[config.mk]
export PLATFORM = sky130hd
export DESIGN_NAME = card_click_decoder_flat
export DESIGN_NICKNAME = d
export VERILOG_FILES = /design/src/rtl/card_click_decoder_pkg.sv /design/src/rtl/card_click_decoder_if.sv /design/src/rtl/card_click_decoder_locator.sv /design/src/rtl/card_click_decoder.sv /design/src/flat_wrapper.sv
export SDC_FILE = /design/constraint.sdc
export NUM_CORES = 1
export LEC_CHECK = 0
export BUFFER_PORTS_ARGS = -buffer_cell sky130_fd_sc_hd__buf_4
export CAP_MARGIN = 30
export CORE_MARGIN = 2
export CORE_UTILIZATION = 45
export CTS_CLUSTER_SIZE = 40
export DETAILED_ROUTE_END_ITERATION = 7
export GPL_ROUTABILITY_DRIVEN = 0
export PLACE_DENSITY = 0.69
export SKIP_CTS_REPAIR_TIMING = 1
export SLEW_MARGIN = 5
export SYNTH_ARGS = -nofsm -noshare
export SYNTH_HDL_FRONTEND = slang
export SYNTH_HIERARCHICAL = 1
export SYNTH_SLANG_ARGS = --single-unit
export TNS_END_PERCENT = 50
[constraint.sdc]
create_clock -name clk -period 2.7 [get_ports clk]
set_input_delay 0.27 -clock clk [delete_from_list [all_inputs] [get_ports clk]]
set_output_delay 0.27 -clock clk [all_outputs]
set_load 0.01 [all_outputs]
[src/rtl/card_click_decoder_pkg.sv]
// rtl/card_click_decoder_pkg.sv - shared card grid constants, bus widths and card state codes
package card_click_decoder_pkg;

    localparam int CARD_ADDRESS_SIZE = 5;
    localparam int CARD_MAX_NUM_SIZE = 5;
    localparam int CARD_STATE_SIZE   = 2;
    localparam int CARD_COLOR_SIZE   = 12;
    localparam int POS_SIZE          = 12;
    localparam int REL_SIZE          = 13;
    localparam int IDX_SIZE          = 3;

    localparam int GRID_X0 = 92;
    localparam int GRID_Y0 = 100;
    localparam int CARD_W  = 120;
    localparam int CARD_H  = 140;
    localparam int PITCH_X = 144;
    localparam int PITCH_Y = 164;
    localparam int COLS    = 6;
    localparam int ROWS    = 4;

    typedef enum logic [CARD_STATE_SIZE-1:0] {
        CARD_EMPTY       = 2'b00,
        CARD_COVERED     = 2'b01,
        CARD_DEACTIVATED = 2'b10,
        CARD_DISCOVERED  = 2'b11
    } card_state_e;

    function automatic logic [CARD_ADDRESS_SIZE-1:0] grid_address(
        input logic [IDX_SIZE-1:0] row,
        input logic [IDX_SIZE-1:0] col
    );
        int a;
        a = int'(row) * COLS + int'(col);
        return a[CARD_ADDRESS_SIZE-1:0];
    endfunction

endpackage

[src/rtl/card_click_decoder_if.sv]
// rtl/card_click_decoder_if.sv - card memory read port (address out, state/colour back one cycle later)
interface card_click_decoder_if;
    import card_click_decoder_pkg::*;

    logic [CARD_ADDRESS_SIZE-1:0] card_rd_address;
    logic [CARD_STATE_SIZE-1:0]   card_rd_state;
    logic [CARD_COLOR_SIZE-1:0]   card_rd_color;

    modport master (output card_rd_address, input card_rd_state, input card_rd_color);
    modport slave  (input card_rd_address, output card_rd_state, output card_rd_color);
endinterface

[src/rtl/card_click_decoder_locator.sv]
// rtl/card_click_decoder_locator.sv - card_axis_locator: one grid axis, iterative subtract-and-count
module card_axis_locator
    import card_click_decoder_pkg::*;
#(
    parameter int ORIGIN  = 0,
    parameter int PITCH   = 1,
    parameter int SIZE    = 1,
    parameter int MAX_IDX = 0
) (
    input  logic                clk,
    input  logic                rst,
    input  logic                load,
    input  logic                step_en,
    input  logic [POS_SIZE-1:0] pos,
    output logic [IDX_SIZE-1:0] idx,
    output logic                stepping,
    output logic                miss
);
    localparam logic signed [REL_SIZE-1:0] ORIGIN_S  = REL_SIZE'(ORIGIN);
    localparam logic signed [REL_SIZE-1:0] PITCH_S   = REL_SIZE'(PITCH);
    localparam logic signed [REL_SIZE-1:0] SIZE_S    = REL_SIZE'(SIZE);
    localparam logic        [IDX_SIZE-1:0] MAX_IDX_U = IDX_SIZE'(MAX_IDX);

    logic signed [REL_SIZE-1:0] rel_q, rel_d;
    logic        [IDX_SIZE-1:0] idx_q, idx_d;

    always_comb begin
        stepping = step_en && (rel_q >= PITCH_S) && (idx_q < MAX_IDX_U);
        rel_d    = rel_q;
        idx_d    = idx_q;
        if (load) begin
            rel_d = $signed({1'b0, pos}) - ORIGIN_S;
            idx_d = '0;
        end else if (stepping) begin
            rel_d = rel_q - PITCH_S;
            idx_d = idx_q + 1'b1;
        end
    end

    // Residual is only meaningful once stepping has stopped; the last column/row keeps any excess.
    assign miss = rel_q[REL_SIZE-1] || (rel_q >= SIZE_S);
    assign idx  = idx_q;

    always_ff @(posedge clk) begin
        if (rst) begin
            rel_q <= '0;
            idx_q <= '0;
        end else begin
            rel_q <= rel_d;
            idx_q <= idx_d;
        end
    end

endmodule

[src/rtl/card_click_decoder.sv]
// rtl/card_click_decoder.sv - turns a mouse click into a single pulse naming the covered card under the pointer
module card_click_decoder
    import card_click_decoder_pkg::*;
(
    input  logic                         clk,
    input  logic                         rst,
    input  logic                         wait_for_click_en,
    input  logic [POS_SIZE-1:0]          mouse_xpos,
    input  logic [POS_SIZE-1:0]          mouse_ypos,
    input  logic                         mouse_left,
    input  logic [CARD_MAX_NUM_SIZE-1:0] num_of_cards,
    card_click_decoder_if.master         rd,
    output logic                         card_pressed,
    output logic [CARD_ADDRESS_SIZE-1:0] card_clicked_address,
    output logic [CARD_COLOR_SIZE-1:0]   card_clicked_color
);
    typedef enum logic [2:0] {
        ST_IDLE, ST_ARMED, ST_LOCATE, ST_READ, ST_CHECK, ST_REPORT, ST_HOLD
    } fsm_state_e;

    fsm_state_e                   state_q, state_d;
    logic                         mouse_left_q, mouse_left_d;
    logic [CARD_ADDRESS_SIZE-1:0] rd_address_q, rd_address_d;
    logic [CARD_ADDRESS_SIZE-1:0] clicked_address_q, clicked_address_d;
    logic [CARD_COLOR_SIZE-1:0]   clicked_color_q, clicked_color_d;

    logic                         click_event, locate_load, locate_step;
    logic                         x_stepping, y_stepping, x_miss, y_miss, grid_miss;
    logic [IDX_SIZE-1:0]          col, row;
    logic [CARD_ADDRESS_SIZE-1:0] grid_addr;

    assign click_event = mouse_left && !mouse_left_q && wait_for_click_en;
    assign locate_load = (state_q == ST_ARMED) && click_event;
    assign locate_step = (state_q == ST_LOCATE);
    assign grid_addr   = grid_address(row, col);
    assign grid_miss   = x_miss || y_miss || (grid_addr >= num_of_cards);

    card_axis_locator #(
        .ORIGIN(GRID_X0), .PITCH(PITCH_X), .SIZE(CARD_W), .MAX_IDX(COLS - 1)
    ) u_x_locator (
        .clk(clk), .rst(rst), .load(locate_load), .step_en(locate_step),
        .pos(mouse_xpos), .idx(col), .stepping(x_stepping), .miss(x_miss)
    );

    card_axis_locator #(
        .ORIGIN(GRID_Y0), .PITCH(PITCH_Y), .SIZE(CARD_H), .MAX_IDX(ROWS - 1)
    ) u_y_locator (
        .clk(clk), .rst(rst), .load(locate_load), .step_en(locate_step),
        .pos(mouse_ypos), .idx(row), .stepping(y_stepping), .miss(y_miss)
    );

    always_comb begin
        state_d           = state_q;
        mouse_left_d      = mouse_left;
        rd_address_d      = rd_address_q;
        clicked_address_d = clicked_address_q;
        clicked_color_d   = clicked_color_q;
        card_pressed      = 1'b0;
        case (state_q)
            ST_IDLE:   if (wait_for_click_en) state_d = ST_ARMED;
            ST_ARMED: begin
                if (!wait_for_click_en) state_d = ST_IDLE;
                else if (click_event)   state_d = ST_LOCATE;
            end
            ST_LOCATE: begin
                if (!wait_for_click_en) begin
                    state_d = ST_IDLE;
                end else if (!x_stepping && !y_stepping) begin
                    if (grid_miss) begin
                        state_d = ST_ARMED;
                    end else begin
                        state_d      = ST_READ;
                        rd_address_d = grid_addr;
                    end
                end
            end
            ST_READ:   state_d = wait_for_click_en ? ST_CHECK : ST_IDLE;
            ST_CHECK: begin
                // Identity is captured on the way into REPORT so it is valid alongside the pulse.
                if (!wait_for_click_en) begin
                    state_d = ST_IDLE;
                end else if (rd.card_rd_state == CARD_COVERED) begin
                    state_d           = ST_REPORT;
                    clicked_address_d = rd_address_q;
                    clicked_color_d   = rd.card_rd_color;
                end else begin
                    state_d = ST_ARMED;
                end
            end
            ST_REPORT: begin
                card_pressed = 1'b1;
                state_d      = ST_HOLD;
            end
            ST_HOLD:   if (!wait_for_click_en) state_d = ST_IDLE;
            default:   state_d = ST_IDLE;
        endcase
    end

    always_ff @(posedge clk) begin
        if (rst) begin
            state_q           <= ST_IDLE;
            mouse_left_q      <= 1'b0;
            rd_address_q      <= '0;
            clicked_address_q <= '0;
            clicked_color_q   <= '0;
        end else begin
            state_q           <= state_d;
            mouse_left_q      <= mouse_left_d;
            rd_address_q      <= rd_address_d;
            clicked_address_q <= clicked_address_d;
            clicked_color_q   <= clicked_color_d;
        end
    end

    assign rd.card_rd_address   = rd_address_q;
    assign card_clicked_address = clicked_address_q;
    assign card_clicked_color   = clicked_color_q;

endmodule
[src/flat_wrapper.sv]
// flat-port wrapper written by rule: the top's interface ports become plain ports
module card_click_decoder_flat import card_click_decoder_pkg::*;
  (clk, rst, wait_for_click_en, mouse_xpos, mouse_ypos, mouse_left, num_of_cards, card_pressed, card_clicked_address, card_clicked_color, rd_card_rd_address, rd_card_rd_state, rd_card_rd_color);
  card_click_decoder_if rd_i ();
  input  logic clk;
  input  logic rst;
  input  logic wait_for_click_en;
  input  logic [POS_SIZE-1:0] mouse_xpos;
  input  logic [POS_SIZE-1:0] mouse_ypos;
  input  logic mouse_left;
  input  logic [CARD_MAX_NUM_SIZE-1:0] num_of_cards;
  output logic card_pressed;
  output logic [CARD_ADDRESS_SIZE-1:0] card_clicked_address;
  output logic [CARD_COLOR_SIZE-1:0] card_clicked_color;
  output wire logic [$bits(rd_i.card_rd_address)-1:0] rd_card_rd_address;
  input wire logic [$bits(rd_i.card_rd_state)-1:0] rd_card_rd_state;
  input wire logic [$bits(rd_i.card_rd_color)-1:0] rd_card_rd_color;
  assign rd_card_rd_address = rd_i.card_rd_address;
  assign rd_i.card_rd_state = rd_card_rd_state;
  assign rd_i.card_rd_color = rd_card_rd_color;
  card_click_decoder u_core (.clk(clk), .rst(rst), .wait_for_click_en(wait_for_click_en), .mouse_xpos(mouse_xpos), .mouse_ypos(mouse_ypos), .mouse_left(mouse_left), .num_of_cards(num_of_cards), .rd(rd_i), .card_pressed(card_pressed), .card_clicked_address(card_clicked_address), .card_clicked_color(card_clicked_color));
endmodule
==> results of run 1 <==
[metrics by stage]
step / std cells / hold WS, ns
CTS: 583 / 0.1307
global placement: 568 / 0.4740
global route: 585 / 0.1477
finish: 585 / 0.1384
detailed placement: 568 / 0.4820
floorplan: 406 / 0.3389
[sequential cells by signal, indices dropped and copies added (netlist names)]
register / flops
u_core/state_q: 3
u_core/u_x_locator/rel_q: 13
u_core/u_y_locator/idx: 3
u_core/card_clicked_color: 12
u_core/u_y_locator/rel_q: 13
u_core/rd.card_rd_address: 5
u_core/card_clicked_address: 5
u_core/mouse_left_q: 1
u_core/u_x_locator/idx: 3
[metal layers]
| layer | global-route usage | up-vias |
|---|---|---|
| met4 | 0.09069 | 0 |
| met2 | 0.2944 | 107 |
| li1 | - | 1612 |
| met3 | 0.03465 | 10 |
| met1 | 0.2500 | 1486 |
| met5 | 0 | - |
[cells in the final DEF, fill, tap and decap left out, types with 4 or more instances in the layout]
cell       n
o21ai_0   15
dfxtp_1   56
nand4_1    4
o21a_1     4
a31oi_1    7
nor2b_1    4
nor2_1    56
xnor2_1   13
a311oi_1   5
nor3_1    10
o31a_1     5
inv_1     25
ha_1      14
or3_1      4
or2_2      4
a211oi_1   9
a21oi_1   12
nand3_1    7
nand2_1   15
xor2_1     8
clkbuf_8  11
nand2b_1   6
mux2i_1   31
buf_4     83
[area by class of cell]
type | instances | area share
Sequential cell | 58 | 0.2613
Clock inverter | 3 | 0.003372
Inverter | 25 | 0.02107
Multi-Input combinational cell | 302 | 0.5108
Clock buffer | 12 | 0.03484
Timing Repair Buffer | 83 | 0.1399
Tap cell | 102 | 0.02866
[cells by family (layout without fill, tap and decap cells)]
kind of cell / count (synthesis) / count (layout) / synth area share
DFF: 58 / 58 / 0.3235
and+or+nand+nor: 136 / 136 / 0.2004
adders and majority gates: 19 / 19 / 0.07041
buffers and inverters: 46 / 123 / 0.06413
xor gates and xnor gates: 23 / 23 / 0.05612
AOI/OAI and AO/OA: 93 / 93 / 0.1990
muxes: 31 / 31 / 0.08644
[power by group]
part	leakage [nW]	internal (W)	switching (W)
Sequential	0.470	0.000872	0.0000214
Clock	0.0920	0.000373	0.000328
Combinational	1.23	0.000143	0.000158
Total	1.79	0.00139	0.000507
[path summary, 6_finish.rpt]
path / from / cells after the start / slack [ns] / end
max: u_core/u_y_locator/idx[0] / 9 / 0.03 / u_core/rd.card_rd_address[0]
min reg2reg: u_core/u_x_locator/rel_q[2] / 2 / 0.49 / u_core/u_x_locator/rel_q[2]
max reg2reg: u_core/u_y_locator/idx[0] / 9 / 0.03 / u_core/rd.card_rd_address[0]
min: mouse_xpos[2] / 2 / 0.14 / u_core/u_x_locator/rel_q[2]
==> qor.txt, run 1 <==
Post-synth ARST share -> 0
Post-synth EDFFs -> 0
Distinct cell type count after synthesis -> 70
Sum Neg Setup Slack -> 0 ns
Worst path bufs/invs -> 1
VDD IR max -> 0.2017 mV
Leakage -> 1.794 nW
Max_slew headroom -> 0.5491
First-pass GRT wire length -> 13190 µm
Final setup viols -> 0
Seq cells post-synth -> 58
Outcome -> finished, final reports clean
Met3 WL -> 525 µm
Yosys warnings -> 6
Share of layout cells above drive strength 1 -> 0.2712
Sequential share of the synthesized area -> 0.3235
Initial DRC Count -> 129
Rows -> 32
Via count -> 3215
Final worst slack -> 0.02910 ns
H-tree depth -> 3
CP cell instances -> ha_4 > fa_1 > nor2b_4 > xnor2_2 > ha_4 > buf_4 > a311oi_4 > mux2i_1 > nor2_1
Via density -> 5.496
CP Max Fanout -> 6
Final worst path period share -> 0.9892
CTS tree -> done
Minimum clock period -> 2.671 ns
Total Power -> 0.001895 W
Top sig layer -> met4
CTS sink cnt -> 58
Root buf cell -> clkbuf_8
Die Y -> 93.32 µm
RSZ-0062 raised after global routing -> true
Mapped cell area -> 3590 µm²
HP Class -> primary input to flip-flop
GRT Total Usage -> 0.1882
WL met1 -> 3890 µm
Max frequency -> 0.3744 GHz
HPWL after detailed placement -> 5847 µm
DR WL/cell -> 14.02 µm
Placement Cell Area -> 4194 µm²
Final hold vios -> 0
Largest cells by area after synthesis -> dfxtp_1 32%, mux2i_1 8.6%, ha_1 5.9%
Slew Limit Fails -> 0
Worst skew pair latency -> 0.34 ns
Slowest CP cell -> fa_1
Post-synthesis cell count -> 406
Top_reg_cell synth -> dfxtp_1
Worst-Margin Slew -> 0.6702 ns
Count leader, synth -> dfxtp_1
Core area -> 7727 µm²
Family with the most delay on the worst path -> adder cells
I/O Buffers -> 69
Most used cell, CP -> ha_4
Post-layout nets -> 545
DRT Wirelength -> 8202 µm
Total overflow reported by the global router -> 0
CTS clk-pin slew, worst paths -> 0.06 ns
FF/Latch Area -> 1164 µm²
Initial antenna violation count -> 0
Final ANT Viol Nets -> 0
# Max-Cap Violations -> 0
Area grow syn2layout -> 24.05%
Ports -> 70
Bufs on Longest Clock Path -> 2
Multi-input logic area -> 2275 µm²
Largest net degree at the start of global routing -> 54
Worst setup EP type -> flip-flop
Die width -> 93.32 µm
Finished Core Util -> 0.5763
Vias in the first global route -> 2939
Post-synth top cells -> 58 x dfxtp_1, 56 x nor2_1, 31 x mux2i_1
First-pass detailed-route iteration total -> 4
# fillers -> 672
Final Cell Area -> 4453 µm²
Routed wl met2 -> 3653 µm
Pre-CTS setup slack -> -0.08945 ns
Num CTS Buffers -> 9
Worst Path Arrival -> 2.88 ns
Worst setup path class -> flip-flop to flip-flop
Nature of the critical path startpoint -> flip-flop
Required @ worst endpoint -> 2.91 ns
Worst clock skew -> 0.003219 ns
Syn Nets -> 472
Share of the synthesized area in the top cell type -> 0.3235
Diodes inserted -> 0
Die area -> 8708 µm²
Synth area leader -> dfxtp_1
Power per cell area -> 425.5 nW/µm²
Worst path max stage delay -> 0.56 ns
DRC viols -> 0
Syn_area_per_cell -> 8.842 µm²
Initial Util -> 0.4645
Note: power is estimated with default switching activity, not from simulation.
==> run 2: changes to the inputs <==
Settings changed: CORE_MARGIN 2 to not set.
Clock period 2.7 ns to 2.14 ns, I/O delays scaled along.
==> qor.txt, run 2 (synthesis gave the netlist of run 1 again) <==
Num CTS Buffers -> 9 (unchanged)
Worst setup path class -> flip-flop to flip-flop
Die width -> 91.32 µm (-2.1%)
Minimum clock period -> 2.549 ns (-0.1222 ns)
GRT Total Usage -> 0.2059 (+0.01762)
Worst Path Arrival -> 2.78 ns (-0.10 ns)
FF-to-FF End -> u_core/rd.card_rd_address[3]
First-pass GRT wire length -> 13750 µm (+4.2%)
Most frequent cells in the layout -> 121 x buf_4, 56 x nor2_1, 56 x dfxtp_1
Worst-Margin Slew -> 0.6568 ns (-0.01341 ns)
HP Class -> primary input to flip-flop
DR WL/cell -> 13.29 µm (-5.2%)
DRT Wirelength -> 8318 µm (+1.4%)
CTS clk-pin slew, worst paths -> 0.07 ns (about the same)
VDD IR max -> 0.3579 mV (+77%)
Initial Util -> 0.4645 (unchanged)
Worst path bufs/invs -> 3 (+2)
Total Power -> 0.002596 W (+37%)
Ports -> 70 (unchanged)
Worst clock skew -> 0.01233 ns (+0.009115 ns)
CP Max Fanout -> 3 (-3)
Diodes inserted -> 0 (unchanged)
Rows -> 32 (unchanged)
Share of layout cells above drive strength 1 -> 0.3359 (+0.06466)
Most common cell after layout, fill and taps aside -> buf_4
Final worst slack -> -0.4087 ns (-0.4378 ns)
CTS sink cnt -> 58 (unchanged)
Worst setup EP type -> flip-flop
Slew Limit Fails -> 0 (unchanged)
CP cell instances -> ha_4 > inv_1 > fa_1 > inv_1 > ha_4 > a21oi_2 > o21ai_2 > a311oi_4 > buf_4 > mux2i_1 > nor2_1
Via count -> 3351 (+4.2%)
First-pass detailed-route iteration total -> 4 (unchanged)
R2r setup slk -> -0.41 ns (-0.44 ns)
Worst hold stages -> 2 (unchanged)
Vias in the first global route -> 3075 (+4.6%)
Worst path max stage delay -> 0.55 ns (about the same)
Power per cell area -> 538.7 nW/µm² (+27%)
H-tree depth -> 3 (unchanged)
Max frequency -> 0.3924 GHz (+4.8%)
Required @ worst endpoint -> 2.37 ns (-0.54 ns)
Initial antenna violation count -> 0 (unchanged)
Violated checks -> setup timing
Beginning of the worst hold path -> mouse_xpos[2]
CTS tree -> done
Bufs on Longest Clock Path -> 2 (unchanged)
Worst skew pair latency -> 0.35 ns (about the same)
RSZ-0062 raised after global routing -> true
Area grow syn2layout -> 34.23%
DRC viols -> 0 (unchanged)
Final ANT Viol Nets -> 0 (unchanged)
Family with the most delay on the worst path -> adder cells
Post-layout nets -> 585 (+7.3%)
R2r startpoint -> u_core/u_y_locator/idx[1]
HPWL after detailed placement -> 6245 µm (+6.8%)
WHS Endpoint -> u_core/u_x_locator/rel_q[2]
Nature of the critical path startpoint -> flip-flop
Final setup viols -> 6 (+6)
Largest net degree at the start of global routing -> 30 (-44%)
Slowest CP cell -> fa_1
Via density -> 5.353 (-2.6%)
Leakage -> 2.011 nW (+12%)
Sum Neg Setup Slack -> -2.178 ns (-2.178 ns)
Final hold vios -> 0 (unchanged)
Outcome -> complete, but fails checks
Die Y -> 91.32 µm (-2.1%)
Max_slew headroom -> 0.5581 (+0.009021)
Worst path depth -> 11 (+2)
Total overflow reported by the global router -> 0 (unchanged)
I/O Buffers -> 69 (unchanged)
# Max-Cap Violations -> 0 (unchanged)
Final worst path period share -> 1.191 (+0.2017)
Root buf cell -> clkbuf_8
Die area -> 8338 µm² (-4.2%)
Reg2Reg Depth -> 11 (+2)
Core area -> 7727 µm² (unchanged)
Initial DRC Count -> 98 (-24%)
-- run 2: changes by cell type in the layout (fill, tap and decap cells not counted), moves of 2 or more --
cell     previous run  this run
buf_4              83       121
buf_6               0         2
dfxtp_2             2         0
dfxtp_4             0         2
-- run 2: per-layer routing --
metal	wire length, µm	vias up	track usage	share of wire
li1	-	1693	-	-
met1	3815	1552	0.2653	0.46
met2	3912	96	0.3346	0.47
met3	480	10	0.04523	0.058
met4	110	0	0.07937	0.013
met5	0	-	0	0
-- run 2: final cells by class --
type                            instances  area, µm²
Clock inverter                          5      52.55
Timing Repair Buffer                  123      930.9
Sequential cell                        58       1169
Inverter                               25      93.84
Multi-Input combinational cell        302       2293
Fill cell                             687       2909
Clock buffer                           11      151.4
Tap cell                              102      127.6
-- run 2: worst max path at each step --
stage,start,end,slack [ns]
6_report,u_core/u_y_locator/idx[1],u_core/rd.card_rd_address[3],-0.41
5_1_grt,u_core/u_y_locator/idx[1],u_core/rd.card_rd_address[3],-0.52
4_1_cts,u_core/u_y_locator/idx[1],u_core/rd.card_rd_address[0],-0.44
3_5_place_dp,u_core/u_y_locator/idx[1],u_core/rd.card_rd_address[0],-0.40
3_3_place_gp,u_core/u_y_locator/idx[1],u_core/rd.card_rd_address[0],-0.35
2_1_floorplan,u_core/u_y_locator/idx[1],u_core/rd.card_rd_address[0],-0.36
-- run 2: where the power goes --
part / leakage [nW] / internal, W / switching (W)
Combinational: 1.44 / 0.000220 / 0.000212
Sequential: 0.471 / 0.00110 / 0.0000161
Clock: 0.105 / 0.000594 / 0.000456
-- run 2: metrics by stage --
| stage | worst slack [ns] | hold WS [ns] | area (µm²) | utilization | std cells |
|---|---|---|---|---|---|
| after floorplan | -0.3632 | 0.2829 | 3616 | - | 406 |
| after global placement | -0.3522 | 0.4306 | 4521 | 0.5850 | 608 |
| after detailed placement | -0.4025 | 0.4380 | 4521 | 0.5850 | 608 |
| after CTS | -0.4376 | 0.06420 | 4725 | 0.6114 | 624 |
| after global routing | -0.5187 | 0.06228 | 4818 | 0.6235 | 626 |
| final | -0.4087 | 0.07541 | 4818 | 0.6235 | 626 |
